--- src/rtl/wave_sequencer_if.sv ---
// ---------------------------------------------------------------------------
// wave_sequencer_if
//   Configuration handshake between the SPI client register file (master)
//   and the DDS wave sequencer (slave). A config word transfers on a clock
//   edge where cfg_valid and cfg_ready are both high.
//
//   Signals
//     cfg_valid   master -> slave  config word offered
//     cfg_ready   slave  -> master config can be accepted
//     cfg_wave    master -> slave  ROM bank select (0..3)
//     cfg_step    master -> slave  phase tuning word, PHASE_W bits
//     cfg_enable  master -> slave  1 = run, 0 = stop
//     cfg_gain    master -> slave  amplitude gain (only used with AMP_SCALE_EN)
// ---------------------------------------------------------------------------
interface wave_sequencer_if #(
  parameter int PHASE_W = 24
);
  logic               cfg_valid;
  logic               cfg_ready;
  logic [1:0]         cfg_wave;
  logic [PHASE_W-1:0] cfg_step;
  logic               cfg_enable;
  logic [3:0]         cfg_gain;

  modport master (
    output cfg_valid, cfg_wave, cfg_step, cfg_enable, cfg_gain,
    input  cfg_ready
  );

  modport slave (
    input  cfg_valid, cfg_wave, cfg_step, cfg_enable, cfg_gain,
    output cfg_ready
  );
endinterface

--- src/rtl/wave_sequencer.sv ---
// ---------------------------------------------------------------------------
// wave_sequencer
//   DDS sequencer for a 4-bank waveform sample ROM (4 x 2^ADDR_W x DATA_W).
//   A phase accumulator advances by the tuning word every cycle; its top
//   ADDR_W bits, prefixed with the bank number, form the ROM read address.
//   The ROM answers one cycle later and the sample is registered one cycle
//   after that. New configs arriving while running are parked in a shadow
//   copy and only take effect when the accumulator wraps, so the output
//   never switches waveform mid-period.
//
//   Ports
//     clk_i           system clock
//     rst_ni          synchronous reset, active low
//     cfg             wave_sequencer_if.slave config handshake
//     mem_addr_o      registered ROM address {bank, index}
//     mem_data_i      ROM data, valid one cycle after mem_addr_o
//     sample_o        registered output sample
//     sample_valid_o  sample_o is new this cycle
//     period_start_o  sample_o came from index 0
//     busy_o          sequencer is not idle
//
//   Build option
//     AMP_SCALE_EN    when defined, the gain is stored with each config and
//                     samples are scaled by (gain+1)/16; gain 15 is unity.
// ---------------------------------------------------------------------------
module wave_sequencer #(
  parameter int PHASE_W = 24,
  parameter int ADDR_W  = 9,
  parameter int DATA_W  = 10
) (
  input  logic               clk_i,
  input  logic               rst_ni,
  wave_sequencer_if.slave    cfg,
  output logic [ADDR_W+1:0]  mem_addr_o,
  input  logic [DATA_W-1:0]  mem_data_i,
  output logic [DATA_W-1:0]  sample_o,
  output logic               sample_valid_o,
  output logic               period_start_o,
  output logic               busy_o
);

  typedef enum logic [1:0] {IDLE, RUN, PENDING} state_e;

  state_e             state_q, state_d;
  logic [PHASE_W-1:0] phase_q, phase_d;
  logic [1:0]         act_wave_q, act_wave_d;
  logic [PHASE_W-1:0] act_step_q, act_step_d;
  logic [1:0]         sh_wave_q, sh_wave_d;
  logic [PHASE_W-1:0] sh_step_q, sh_step_d;
  logic               sh_en_q, sh_en_d;
  logic [ADDR_W+1:0]  mem_addr_q, mem_addr_d;

  // Tag pipe: addr_* travels with the address, data_* with the ROM data.
  logic               addr_vld_q, addr_first_q;
  logic               data_vld_q, data_first_q;
  logic [DATA_W-1:0]  sample_q, sample_d;
  logic               sample_valid_q, period_start_q;

  logic               issue, issue_first;
  logic [PHASE_W:0]   sum;
  logic               carry, xfer;

`ifdef AMP_SCALE_EN
  logic [3:0]         act_gain_q, act_gain_d;
  logic [3:0]         sh_gain_q, sh_gain_d;
  logic [3:0]         issue_gain;
  logic [3:0]         addr_gain_q, data_gain_q;
  logic [DATA_W+3:0]  prod;
`else
  logic               unused_gain;
  assign unused_gain = ^cfg.cfg_gain;
`endif

  // The extra top bit of the sum is the wrap indication; a zero step can
  // never produce it.
  assign sum   = {1'b0, phase_q} + {1'b0, act_step_q};
  assign carry = sum[PHASE_W];
  assign xfer  = cfg.cfg_valid & cfg.cfg_ready;

  // State and datapath registers
  always_ff @(posedge clk_i) begin
    if (!rst_ni) begin
      state_q        <= IDLE;
      phase_q        <= '0;
      act_wave_q     <= '0;
      act_step_q     <= '0;
      sh_wave_q      <= '0;
      sh_step_q      <= '0;
      sh_en_q        <= 1'b0;
      mem_addr_q     <= '0;
      addr_vld_q     <= 1'b0;
      addr_first_q   <= 1'b0;
      data_vld_q     <= 1'b0;
      data_first_q   <= 1'b0;
      sample_q       <= '0;
      sample_valid_q <= 1'b0;
      period_start_q <= 1'b0;
`ifdef AMP_SCALE_EN
      act_gain_q     <= '0;
      sh_gain_q      <= '0;
      addr_gain_q    <= '0;
      data_gain_q    <= '0;
`endif
    end else begin
      state_q        <= state_d;
      phase_q        <= phase_d;
      act_wave_q     <= act_wave_d;
      act_step_q     <= act_step_d;
      sh_wave_q      <= sh_wave_d;
      sh_step_q      <= sh_step_d;
      sh_en_q        <= sh_en_d;
      mem_addr_q     <= mem_addr_d;
      addr_vld_q     <= issue;
      addr_first_q   <= issue_first;
      data_vld_q     <= addr_vld_q;
      data_first_q   <= addr_first_q;
      sample_q       <= sample_d;
      sample_valid_q <= data_vld_q;
      period_start_q <= data_vld_q & data_first_q;
`ifdef AMP_SCALE_EN
      act_gain_q     <= act_gain_d;
      sh_gain_q      <= sh_gain_d;
      addr_gain_q    <= issue_gain;
      data_gain_q    <= addr_gain_q;
`endif
    end
  end

  // Next state, accumulator and address generation
  always_comb begin
    state_d    = state_q;
    phase_d    = phase_q;
    act_wave_d = act_wave_q;
    act_step_d = act_step_q;
    sh_wave_d  = sh_wave_q;
    sh_step_d  = sh_step_q;
    sh_en_d    = sh_en_q;
    mem_addr_d = mem_addr_q;
    issue      = 1'b0;
`ifdef AMP_SCALE_EN
    act_gain_d = act_gain_q;
    sh_gain_d  = sh_gain_q;
    issue_gain = act_gain_q;
`endif
    case (state_q)
      IDLE: begin
        if (xfer) begin
          act_wave_d = cfg.cfg_wave;
          act_step_d = cfg.cfg_step;
          phase_d    = '0;
`ifdef AMP_SCALE_EN
          act_gain_d = cfg.cfg_gain;
          issue_gain = cfg.cfg_gain;
`endif
          // Address only moves when we actually start; a stop config just
          // loads the registers and leaves the ROM address parked.
          if (cfg.cfg_enable) begin
            state_d    = RUN;
            mem_addr_d = {cfg.cfg_wave, {ADDR_W{1'b0}}};
            issue      = 1'b1;
          end
        end
      end
      RUN, PENDING: begin
        phase_d    = sum[PHASE_W-1:0];
        mem_addr_d = {act_wave_q, sum[PHASE_W-1 -: ADDR_W]};
        issue      = 1'b1;
        if (state_q == RUN) begin
          // A config accepted on a wrap cycle waits for the following wrap,
          // which falls out naturally because only PENDING applies it.
          if (xfer) begin
            sh_wave_d = cfg.cfg_wave;
            sh_step_d = cfg.cfg_step;
            sh_en_d   = cfg.cfg_enable;
`ifdef AMP_SCALE_EN
            sh_gain_d = cfg.cfg_gain;
`endif
            state_d   = PENDING;
          end
        end else if (carry || (act_step_q == '0)) begin
          // Period boundary (or a frozen accumulator): switch to the shadow.
          act_wave_d = sh_wave_q;
          act_step_d = sh_step_q;
          phase_d    = '0;
          mem_addr_d = {sh_wave_q, {ADDR_W{1'b0}}};
`ifdef AMP_SCALE_EN
          act_gain_d = sh_gain_q;
          issue_gain = sh_gain_q;
`endif
          if (sh_en_q) begin
            state_d = RUN;
          end else begin
            // Stopping: the boundary address is not tagged, so only the
            // two samples already in flight drain out.
            state_d = IDLE;
            issue   = 1'b0;
          end
        end
      end
      default: state_d = IDLE;
    endcase
  end

  assign issue_first = issue && (mem_addr_d[ADDR_W-1:0] == '0);

`ifdef AMP_SCALE_EN
  // The gain rides down the tag pipe so a config change scales exactly the
  // samples fetched under it.
  assign prod = (DATA_W+4)'(mem_data_i) * (DATA_W+4)'({1'b0, data_gain_q} + 5'd1);
`endif

  // Sample capture; holds its last value when nothing new arrives
  always_comb begin
    sample_d = sample_q;
    if (data_vld_q) begin
`ifdef AMP_SCALE_EN
      sample_d = DATA_W'(prod >> 4);
`else
      sample_d = mem_data_i;
`endif
    end
  end

  // Outputs
  always_comb begin
    cfg.cfg_ready  = (state_q != PENDING);
    busy_o         = (state_q != IDLE);
    mem_addr_o     = mem_addr_q;
    sample_o       = sample_q;
    sample_valid_o = sample_valid_q;
    period_start_o = period_start_q;
  end

endmodule

--- src/flat_wrapper.sv ---
// flat-port wrapper written by rule: the top's interface ports become plain ports
module wave_sequencer_flat 
#(
  parameter int PHASE_W = 24,
  parameter int ADDR_W  = 9,
  parameter int DATA_W  = 10
)
  (clk_i, rst_ni, mem_addr_o, mem_data_i, sample_o, sample_valid_o, period_start_o, busy_o, cfg_cfg_valid, cfg_cfg_wave, cfg_cfg_step, cfg_cfg_enable, cfg_cfg_gain, cfg_cfg_ready);
  wave_sequencer_if #(.PHASE_W(PHASE_W)) cfg_i ();
  input  logic clk_i;
  input  logic rst_ni;
  output logic [ADDR_W+1:0] mem_addr_o;
  input  logic [DATA_W-1:0] mem_data_i;
  output logic [DATA_W-1:0] sample_o;
  output logic sample_valid_o;
  output logic period_start_o;
  output logic busy_o;
  input wire logic [$bits(cfg_i.cfg_valid)-1:0] cfg_cfg_valid;
  input wire logic [$bits(cfg_i.cfg_wave)-1:0] cfg_cfg_wave;
  input wire logic [$bits(cfg_i.cfg_step)-1:0] cfg_cfg_step;
  input wire logic [$bits(cfg_i.cfg_enable)-1:0] cfg_cfg_enable;
  input wire logic [$bits(cfg_i.cfg_gain)-1:0] cfg_cfg_gain;
  output wire logic [$bits(cfg_i.cfg_ready)-1:0] cfg_cfg_ready;
  assign cfg_i.cfg_valid = cfg_cfg_valid;
  assign cfg_i.cfg_wave = cfg_cfg_wave;
  assign cfg_i.cfg_step = cfg_cfg_step;
  assign cfg_i.cfg_enable = cfg_cfg_enable;
  assign cfg_i.cfg_gain = cfg_cfg_gain;
  assign cfg_cfg_ready = cfg_i.cfg_ready;
  wave_sequencer #(.PHASE_W(PHASE_W), .ADDR_W(ADDR_W), .DATA_W(DATA_W)) u_core (.clk_i(clk_i), .rst_ni(rst_ni), .cfg(cfg_i), .mem_addr_o(mem_addr_o), .mem_data_i(mem_data_i), .sample_o(sample_o), .sample_valid_o(sample_valid_o), .period_start_o(period_start_o), .busy_o(busy_o));
endmodule
--- config.mk ---
export PLATFORM = sky130hd
export DESIGN_NAME = wave_sequencer_flat
export DESIGN_NICKNAME = d
export VERILOG_FILES = /design/src/rtl/wave_sequencer_if.sv /design/src/rtl/wave_sequencer.sv /design/src/flat_wrapper.sv
export SDC_FILE = /design/constraint.sdc
export NUM_CORES = 1
export LEC_CHECK = 0
export BUFFER_PORTS_ARGS = -buffer_cell sky130_fd_sc_hd__buf_2
export CELL_PAD_IN_SITES_DETAIL_PLACEMENT = 1
export CELL_PAD_IN_SITES_GLOBAL_PLACEMENT = 2
export CORE_MARGIN = 2
export CORE_UTILIZATION = 36
export DETAILED_ROUTE_END_ITERATION = 7
export PLACE_DENSITY_LB_ADDON = 0.1
export SLEW_MARGIN = 30
export SYNTH_ARGS = -nofsm -noshare
export SYNTH_HDL_FRONTEND = slang
export SYNTH_SLANG_ARGS = --single-unit
--- constraint.sdc ---
create_clock -name clk_i -period 4.11 [get_ports clk_i]
set_input_delay 0.2055 -clock clk_i [delete_from_list [all_inputs] [get_ports clk_i]]
set_output_delay 0.2055 -clock clk_i [all_outputs]
set_load 0.05 [all_outputs]
==> results.md, run 1 <==
* Status: finished, final reports clean
* H-tree levels at 3
* Most frequent cell after synthesis: nand2_1
* CP Max Fanout at 52
* Register area share after synthesis at 0.372
* Die width at 130 µm
* Synthesis-to-layout area growth at 13.2%
* Post-Synth Simple-Gate Area at 0.186
* DR vias/cell at 5.25
* PD cells at 617 nW/µm²
* Max Slew Vio Count at 0
* Commonest cells in the netlist: nand2_1 (126), dfxtp_1 (106), a21boi_0 (45), mux2i_1 (37), ha_1 (28)
* Critical path class: reg2reg
* Multiplexer area fraction after synthesis at 0.0689
* Fin crit share at 0.859
* Site Rows at 45
* Die area at 16900 µm²
* Worst vdd ir at 0.330 mV
* Cell Area, Placed at 6150 µm²
* Layout cell share with drive strength beyond 1 at 0.159
* Final Setup Violations at 0
* Hold Violations, Final at 0
* DRC violations left at 0
* Design Area, Final at 6450 µm²
* Die height at 130 µm
* Inserted Diodes at 0
* Top-Level Pins at 69
* Mean Syn Cell Area at 8.92 µm²
* Cell taking the most area after synthesis: dfxtp_1
* Final #Nets at 755
* TritonCTS buffer count at 9
* Hold-fix buffers, CTS at 0
* Number of global-route vias before repair at 4748
* CTS tree: done
* Postcts setup bufs at 0
* PortBufs at 64
* Area contributors post-synth: dfxtp_1 (37%), nand2_1 (8.3%), mux2i_1 (6.5%), ha_1 (6.1%), a21boi_0 (5.9%)
* Synth warn at 0
* Initial DRC Count at 162
* Clock sinks at 106
* Layout Skew at 0.00640 ns
* Root buffer cell: clkbuf_16
* Total Routed Length at 14800 µm
* Final hold slack at 0.0954 ns
* Clk Latency, worst-skew pair at 0.36 ns
* Static leakage at 2.88 nW
* Total GRT Usage at 0.185
* Library cells used by synthesis at 62
* Antenna viol nets, final at 0
* Xor and xnor area share after synthesis at 0.0336
* Post-synth EDFFs at 0
* Gpl congestion at 0.815
* Area of the multi-input gates at 3360 µm²
* Core area at 15300 µm²
* 1st-pass router iterations at 4
* Final Total Pwr at 0.00398 W
* RSZ-0062 raised after global routing: no
* GRT overflow at 0
* Syn nets at 712
* Largest family of logic cells by synthesized area: compound AO/OA/AOI/OAI gates
* Largest net degree at the start of global routing at 92
* Netlist Area Pre-Place at 5700 µm²
* Ys flop type: dfxtp_1
* Initial core utilization at 0.372
* Max cap viols at 0
* Number of antenna violations at the first check in global routing at 0
* Worst Hold Class: in2reg
* Req. time, crit path at 4.36 ns
* Synth top area share at 0.372
* Tmin final at 3.53 ns
* Global-route wire length before repair at 24400 µm
* CP Capture Type: register
* Maximum clock insertion buffer count at 2
* Compound-Gate Fraction of Synth Area at 0.234
* Clock-pin slew on the worst setup and hold paths at 0.07 ns
* Setup TNS at 0 ns
* Synth Instances at 639
* Fillcell total at 1869
* Synth async-reset ratio at 0
* Post-synthesis adder-cell area fraction at 0.0650
* Arrival @ worst endpoint at 3.78 ns
* Synth Register Bits at 106
* Routed wire per std cell at 16.5 µm
* Relative slew slack at 0.411
* Vias at 4713
* Nature of the critical path startpoint: register
* PostCTS Resize Cnt at 0
* Tightest Pin Transition at 0.883 ns
* Max Clk Rate at 283 MHz
* Register area at 2120 µm²
* DP Wirelength at 10500 µm
[registers in the layout, summed over array words and instances (netlist names), 2 cells and up]
name / cells
u_core.act_step_q: 24
u_core.sample_o: 10
u_core.phase_q: 24
u_core.act_wave_q: 2
u_core.sh_step_q: 24
u_core.sh_wave_q: 2
u_core.mem_addr_o: 11
u_core.state_q: 2
[cell usage in the layout, fill, tap and decap left out, types with 11 or more instances in the layout]
cell type / instances
o21ai_0: 14
xor2_1: 13
ha_1: 28
mux2i_1: 37
buf_2: 64
nand2_1: 125
nor2_1: 14
inv_1: 11
nor2b_1: 24
nand3_1: 19
a21oi_1: 25
dfxtp_1: 106
o211a_1: 26
a21boi_0: 45
[worst max-delay path, cell delays in order, from the launching register on]
cell	delay, ns
dfxtp_1	0.36
ha_1	0.24
inv_1	0.08
fa_1	0.45
nand2b_1	0.22
a21oi_2	0.17
nor2_1	0.13
o41ai_4	0.49
a21oi_4	0.17
o22ai_4	0.23
o21a_1	0.17
buf_4	0.42
nand2_1	0.12
o211a_1	0.15
[logic make-up (layout without fill, tap and decap cells)]
kind of cell	Yosys count	in the layout
AOI/OAI and AO/OA	168	168
xor gates and xnor gates	21	21
adders and majority gates	29	29
buffers and inverters	49	97
DFF	106	106
muxes	39	39
and+or+nand+nor	227	227
[per-stage QoR]
stage / util / worst slack, ns / instances
2_1_floorplan: - / 1.17 / 639
3_3_place_gp: 0.401 / 0.697 / 882
3_5_place_dp: 0.402 / 0.591 / 882
4_1_cts: 0.421 / 0.559 / 898
5_1_grt: 0.421 / 0.279 / 898
6_report: 0.421 / 0.581 / 898
[worst paths after layout]
check                                          from                            endpoint  slack (ns)  depth (start not counted)
setup / recovery  u_core.act_step_q[0]$_SDFFE_PN0P_  u_core.act_step_q[21]$_SDFFE_PN0P_        0.58                         13
hold / removal                      cfg_cfg_step[8]    u_core.sh_step_q[8]$_SDFFE_PN0P_         0.1                          3
setup reg to reg  u_core.act_step_q[0]$_SDFFE_PN0P_  u_core.act_step_q[21]$_SDFFE_PN0P_        0.58                         13
hold reg to reg      u_core.addr_first_q$_SDFF_PN0_      u_core.data_first_q$_SDFF_PN0_        0.44                          1
[cell type report]
class / count / share of cell area
clock inverter: 5 / 0.00698
sequential: 106 / 0.329
multi-input combinational: 484 / 0.521
clock buffer: 11 / 0.0392
timing repair buffer: 70 / 0.0567
inverter: 11 / 0.00640
tap: 211 / 0.0409
[layer usage]
layer | vias to the layer above | wire length (µm) | GRT usage | part of all wire
li1 | 2345 | - | - | -
met1 | 2296 | 6790 | 0.224 | 0.46
met3 | 14 | 400 | 0.0349 | 0.027
met2 | 58 | 7360 | 0.332 | 0.50
met4 | 0 | 247 | 0.0582 | 0.017
met5 | - | 0 | 0 | 0
[power by group]
part / internal (W) / leakage (nW) / switching, W
Combinational: 0.000612 / 1.87 / 0.00108
Sequential: 0.00123 / 0.864 / 0.000187
Clock: 0.000453 / 0.144 / 0.000418
Note: power is estimated with default switching activity, not from simulation.
==> inputs of run 2 (changes only) <==
HOLD_SLACK_MARGIN = 0.12   (was default)
==> run 2 against run 1 <==
Effect of this change:
- sequential power hardly changed
- count of clock-buffer cells in the layout stayed put
- via count is 2.6% higher
- largest cell class unchanged
- combinational power hardly changed
==> results.md, run 2 (synthesized netlist as in run 1, its figures left out) <==
* PostCTS Resize Cnt at 0 (unchanged)
* Hold-fix buffers, CTS at 33 (+33)
* Site Rows at 45 (unchanged)
* Synthesis-to-layout area growth at 18.9%
* Nature of the critical path startpoint: register
* Initial DRC Count at 174 (+7.4%)
* Max Clk Rate at 284 MHz (+0.23%)
* Worst reg2reg path depth at 13 (unchanged)
* DP Wirelength at 10500 µm (unchanged)
* Worst vdd ir at 0.330 mV (about the same)
* Reg-to-reg startpoint: u_core.act_step_q[0]$_SDFFE_PN0P_
* CP cell instances: ha_1 -> inv_1 -> fa_1 -> nand2b_1 -> a21oi_2 -> nor2_1 -> o41ai_4 -> a21oi_4 -> o22ai_4 -> o21a_1 -> buf_4 -> nand2_1 -> o211a_1
* 1st-pass router iterations at 4 (unchanged)
* DR vias/cell at 5.19 (-1.1%)
* Critical path class: reg2reg
* Largest net degree at the start of global routing at 92 (unchanged)
* Most frequent cells in the layout: nand2_1 (125), dfxtp_1 (106), buf_2 (64)
* Root buffer cell: clkbuf_16
* Final Non-Filler Cells at 931 (+3.7%)
* Vias at 4834 (+2.6%)
* Cell Area, Placed at 6150 µm² (unchanged)
* Routed wire per std cell at 16.3 µm (-1.0%)
* Largest regs: u_core.act_step_q: 24 flops, u_core.phase_q: 24 flops, u_core.sh_step_q: 24 flops
* Final Setup Violations at 0 (unchanged)
* Layout Skew at 0.00797 ns (+0.00157 ns)
* Worst Hold Class: in2reg
* Final worst slack at 0.590 ns (+0.00824 ns)
* Maximum clock insertion buffer count at 2 (unchanged)
* Register-to-register setup slack at 0.59 ns (about the same)
* Fillcell total at 1866 (-0.16%)
* Setup TNS at 0 ns (unchanged)
* Die height at 130 µm (unchanged)
* Antenna viol nets, final at 0 (unchanged)
* Final #Nets at 788 (+4.4%)
* Status: finished, final reports clean
* PD cells at 591 nW/µm² (-4.2%)
* CP Max Fanout at 52 (unchanged)
* Gpl congestion at 0.815 (unchanged)
* Most common cell after layout, fill and taps aside: nand2_1
* Die area at 16900 µm² (unchanged)
* Relative slew slack at 0.418 (+0.00667)
* Clk Latency, worst-skew pair at 0.36 ns (about the same)
* GRT overflow at 0 (unchanged)
* RSZ-0062 raised after global routing: no
* Design Area, Final at 6780 µm² (+5.1%)
* Die width at 130 µm (unchanged)
* Tightest Pin Transition at 0.873 ns (-0.0100 ns)
* Req. time, crit path at 4.37 ns (about the same)
* Reg-to-reg endpoint: u_core.act_step_q[0]$_SDFFE_PN0P_
* TritonCTS buffer count at 9 (unchanged)
* Postcts setup bufs at 0 (unchanged)
* Fin crit share at 0.857 (-0.00201)
* Layout cell share with drive strength beyond 1 at 0.151 (-0.00727)
* Hold EP: u_core.sh_step_q[16]$_SDFFE_PN0P_
* Global-route wire length before repair at 25000 µm (+2.7%)
* Final hold slack at 0.122 ns (+0.0266 ns)
* Number of antenna violations at the first check in global routing at 0 (unchanged)
* Max cap viols at 0 (unchanged)
* Initial core utilization at 0.372 (unchanged)
* Static leakage at 3.01 nW (+4.8%)
* Top-Level Pins at 69 (unchanged)
* Hold Violations, Final at 0 (unchanged)
* Number of global-route vias before repair at 4906 (+3.3%)
* Inserted Diodes at 0 (unchanged)
* Clock sinks at 106 (unchanged)
* DRC violations left at 0 (unchanged)
* Arrival @ worst endpoint at 3.78 ns (about the same)
* H-tree levels at 3 (unchanged)
* Total GRT Usage at 0.190 (+0.00450)
* Worst hold stages at 3 (unchanged)
* Setup WS pre-CTS at 0.591 ns (unchanged)
* Slowest CP cell: o41ai_4
* PortBufs at 64 (unchanged)
* Delay of the slowest critical-path stage at 0.49 ns (about the same)
* HP Start: cfg_cfg_step[16]
* Clock-pin slew on the worst setup and hold paths at 0.07 ns (about the same)
* Max Slew Vio Count at 0 (unchanged)
* CP Capture Type: register
* Inst Count DP at 882 (unchanged)
* Tmin final at 3.52 ns (-0.00824 ns)
* Total Routed Length at 15200 µm (+2.6%)
* CTS tree: done
* Core area at 15300 µm² (unchanged)
## run 2: changes by cell type in the layout (fill, tap and decap cells not counted), sizes merged
cell / before / now
dlygate4sd3: 0 / 33
## run 2: cell type report
type                    instances  area [µm²]  area share
clock inverters                 5        45.0     0.00664
flip-flops and latches        106        2120       0.313
clock buffers                  11         253      0.0373
inverters                      11        41.3     0.00609
well taps                     211         264      0.0389
multi-input cells             484        3360       0.495
repair buffers                103         696       0.103
## run 2: worst max-delay path by stage
stage / from / to / slack (ns) / depth (start not counted)
2_1_floorplan: u_core.act_step_q[0]$_SDFFE_PN0P_ / u_core.mem_addr_o[9]$_SDFFE_PN0P_ / 1.17 / 12
6_report: u_core.act_step_q[0]$_SDFFE_PN0P_ / u_core.act_step_q[0]$_SDFFE_PN0P_ / 0.59 / 13
3_5_place_dp: u_core.act_step_q[0]$_SDFFE_PN0P_ / u_core.act_step_q[0]$_SDFFE_PN0P_ / 0.59 / 13
5_1_grt: u_core.act_step_q[0]$_SDFFE_PN0P_ / u_core.act_step_q[2]$_SDFFE_PN0P_ / 0.28 / 13
4_1_cts: u_core.act_step_q[0]$_SDFFE_PN0P_ / u_core.act_step_q[2]$_SDFFE_PN0P_ / 0.56 / 13
3_3_place_gp: u_core.act_step_q[0]$_SDFFE_PN0P_ / u_core.act_step_q[1]$_SDFFE_PN0P_ / 0.70 / 13
## run 2: metrics by stage
stage,utilization,total power (W)
CTS,0.443,0.00408
global placement,0.401,0.00312
detailed placement,0.402,0.00316
finish,0.443,0.00401
global route,0.443,0.00432
floorplan,-,0.00276
## run 2: critical path, delay by kind of cell, from the launching register on
kind            cells  cell delay (ns)
fa+ha+maj           2             0.69
flops               1             0.36
simple gates        3             0.48
compound gates      6             1.38
buf+inv             2             0.50
## run 2: per-layer routing
layer,share of wire,up-vias,GRT usage,wire length (µm)
met3,0.024,14,0.0349,367
met4,0.016,0,0.0582,248
met2,0.50,54,0.345,7640
met1,0.46,2354,0.226,6940
met5,0,-,0,0
li1,-,2412,-,-
## run 2: power by group
group / switching, W / total, W / internal, W
clock: 0.000419 / 0.000872 / 0.000453
sequential: 0.000186 / 0.00142 / 0.00123
combinational: 0.00108 / 0.00172 / 0.000633
==> inputs of run 3 (changes only) <==
GPL_TIMING_DRIVEN = 0   (was default)
==> run 3 against run 2 <==
Effect of this change:
- sequential share of layout area is 0.43 points lower
- core utilization increased by 0.61 points
- clock skew is 0.0064 ns higher
- clock power increased by 6.5%
- global-route usage rose by 1.7 points
- fmax rose by 1.9%
- die area did not move
- combinational power up 9%
- hold slack gained 0.0048 ns
- worst setup slack gained 0.066 ns
- largest cell class unchanged
==> results.md, run 3 (synthesized netlist as in run 1, its figures left out) <==
* CTS tree: done
* Status: finished, final reports clean
* Most common cell after layout, fill and taps aside: nand2_1
* Tmin final at 3.45 ns (-0.0659 ns)
* Largest net degree at the start of global routing at 18 (-80%)
* Die width at 130 µm (unchanged)
* Slowest CP cell: o41ai_4
* Number of global-route vias before repair at 5267 (+7.4%)
* Worst Hold Class: in2reg
* Worst reg2reg path depth at 12 (-1)
* Max Clk Rate at 289 MHz (+1.9%)
* Hold-fix buffers, CTS at 27 (-18%)
* Nature of the critical path startpoint: register
* Die area at 16900 µm² (unchanged)
* Max cap viols at 0 (unchanged)
* Req. time, crit path at 4.35 ns (-0.02 ns)
* Maximum clock insertion buffer count at 2 (unchanged)
* PortBufs at 64 (unchanged)
* Total GRT Usage at 0.207 (+0.0175)
* TritonCTS buffer count at 9 (unchanged)
* CP Max Fanout at 6 (-88%)
* CP top delay family: compound AO/OA/AOI/OAI gates
* Delay of the slowest critical-path stage at 0.47 ns (-0.02 ns)
* Final Total Pwr at 0.00423 W (+5.5%)
* Static leakage at 3.05 nW (+1.1%)
* Number of antenna violations at the first check in global routing at 0 (unchanged)
* Synthesis-to-layout area growth at 20.6%
* Max Slew Vio Count at 0 (unchanged)
* Initial DRC Count at 154 (-11%)
* Arrival @ worst endpoint at 3.69 ns (-0.09 ns)
* Root buffer cell: clkbuf_16
* Largest regs: u_core.act_step_q: 24 flops, u_core.phase_q: 24 flops, u_core.sh_step_q: 24 flops
* Die height at 130 µm (unchanged)
* Clock-pin slew on the worst setup and hold paths at 0.08 ns (about the same)
* PD cells at 615 nW/µm² (+4.0%)
* Critical path class: reg2reg
* Core area at 15300 µm² (unchanged)
* Most frequent cells in the layout: nand2_1 (126), dfxtp_1 (106), buf_2 (68)
* CP Capture Type: register
* Vias at 4980 (+3.0%)
* Antenna viol nets, final at 0 (unchanged)
* GRT overflow at 0 (unchanged)
* Routed wire per std cell at 17.5 µm (+7.1%)
* Worst vdd ir at 0.278 mV (-16%)
* DP Wirelength at 12700 µm (+21%)
* Postcts setup bufs at 0 (unchanged)
* Fin crit share at 0.841 (-0.0160)
* Clock sinks at 106 (unchanged)
* H-tree levels at 3 (unchanged)
* CP cell instances: ha_1 -> inv_1 -> fa_1 -> nand2b_1 -> a21oi_2 -> nor2_1 -> o41ai_4 -> a21oi_4 -> o22ai_4 -> mux2_1 -> a221oi_1 -> nor2_1
* Clk Latency, worst-skew pair at 0.36 ns (about the same)
* Inserted Diodes at 0 (unchanged)
* Top-Level Pins at 69 (unchanged)
* RSZ-0062 raised after global routing: no
* Hold Violations, Final at 0 (unchanged)
* Relative slew slack at 0.438 (+0.0203)
* DRC violations left at 0 (unchanged)
* Tightest Pin Transition at 0.843 ns (-0.0299 ns)
* Gpl congestion at 0.881 (+8.0%)
* Site Rows at 45 (unchanged)
* Final Setup Violations at 0 (unchanged)
* Initial core utilization at 0.372 (unchanged)
* Worst hold stages at 3 (unchanged)
* Total Routed Length at 16700 µm (+10%)
* DR vias/cell at 5.20 (+0.22%)
* Layout cell share with drive strength beyond 1 at 0.146 (-0.00528)
* Global-route wire length before repair at 27000 µm (+8.0%)
* Crit path depth at 12 (-1)
* Final #Nets at 814 (+3.3%)
* Layout Skew at 0.0144 ns (+0.00640 ns)
* Crit-path most repeated cell: nor2_1
* Buf/Inv on CP at 1 (-1)
* 1st-pass router iterations at 4 (unchanged)
* PostCTS Resize Cnt at 0 (unchanged)
* Setup TNS at 0 ns (unchanged)
==> run 3: final cells by class <==
cell class | count | area (µm²)
well taps | 211 | 264
multi-input cells | 484 | 3350
plain buffers | 38 | 185
clock buffers | 12 | 256
flip-flops and latches | 106 | 2120
clock inverters | 4 | 58.8
fillers | 1857 | 8440
inverters | 11 | 41.3
repair buffers | 91 | 591
==> run 3: routing by layer <==
| metal | part of all wire | global-route usage | wire [µm] | up-vias |
|---|---|---|---|---|
| li1 | - | - | - | 2481 |
| met1 | 0.47 | 0.259 | 7930 | 2429 |
| met2 | 0.49 | 0.369 | 8190 | 56 |
| met3 | 0.021 | 0.0353 | 351 | 14 |
| met4 | 0.015 | 0.0531 | 254 | 0 |
| met5 | 0 | 0 | 0 | - |
==> run 3: worst min-delay path: stages <==
cell,delay [ns]
buf_2,0.08
mux2i_1,0.06
nor2b_1,0.10
==> run 3: final timing paths <==
kind | startpoint | endpoint | slack (ns)
worst max-delay path | u_core.act_step_q[0]$_SDFFE_PN0P_ | u_core.mem_addr_o[10]$_SDFFE_PN0P_ | 0.66
worst min-delay path | mem_data_i[9] | u_core.sample_o[9]$_SDFFE_PN0P_ | 0.13
worst max register to register | u_core.act_step_q[0]$_SDFFE_PN0P_ | u_core.mem_addr_o[10]$_SDFFE_PN0P_ | 0.66
worst min register to register | u_core.addr_first_q$_SDFF_PN0_ | u_core.data_first_q$_SDFF_PN0_ | 0.44
==> run 3: power breakdown <==
group          internal, W  switching (W)  total (W)
Sequential         0.00123       0.000187    0.00142
Clock             0.000514       0.000415   0.000929
Combinational     0.000701        0.00118    0.00188
Total              0.00245        0.00178    0.00423
==> run 3: through the flow <==
| step | hold WS [ns] | area (µm²) | utilization | cells | worst slack, ns |
|---|---|---|---|---|---|
| floorplan | 0.350 | 5700 | - | 639 | 1.17 |
| global placement | 0.415 | 6280 | 0.410 | 914 | 0.723 |
| detailed placement | 0.428 | 6290 | 0.411 | 914 | 0.692 |
| CTS | 0.121 | 6870 | 0.449 | 957 | 0.663 |
| global route | 0.134 | 6870 | 0.449 | 957 | 0.437 |
| finish | 0.127 | 6870 | 0.449 | 957 | 0.655 |
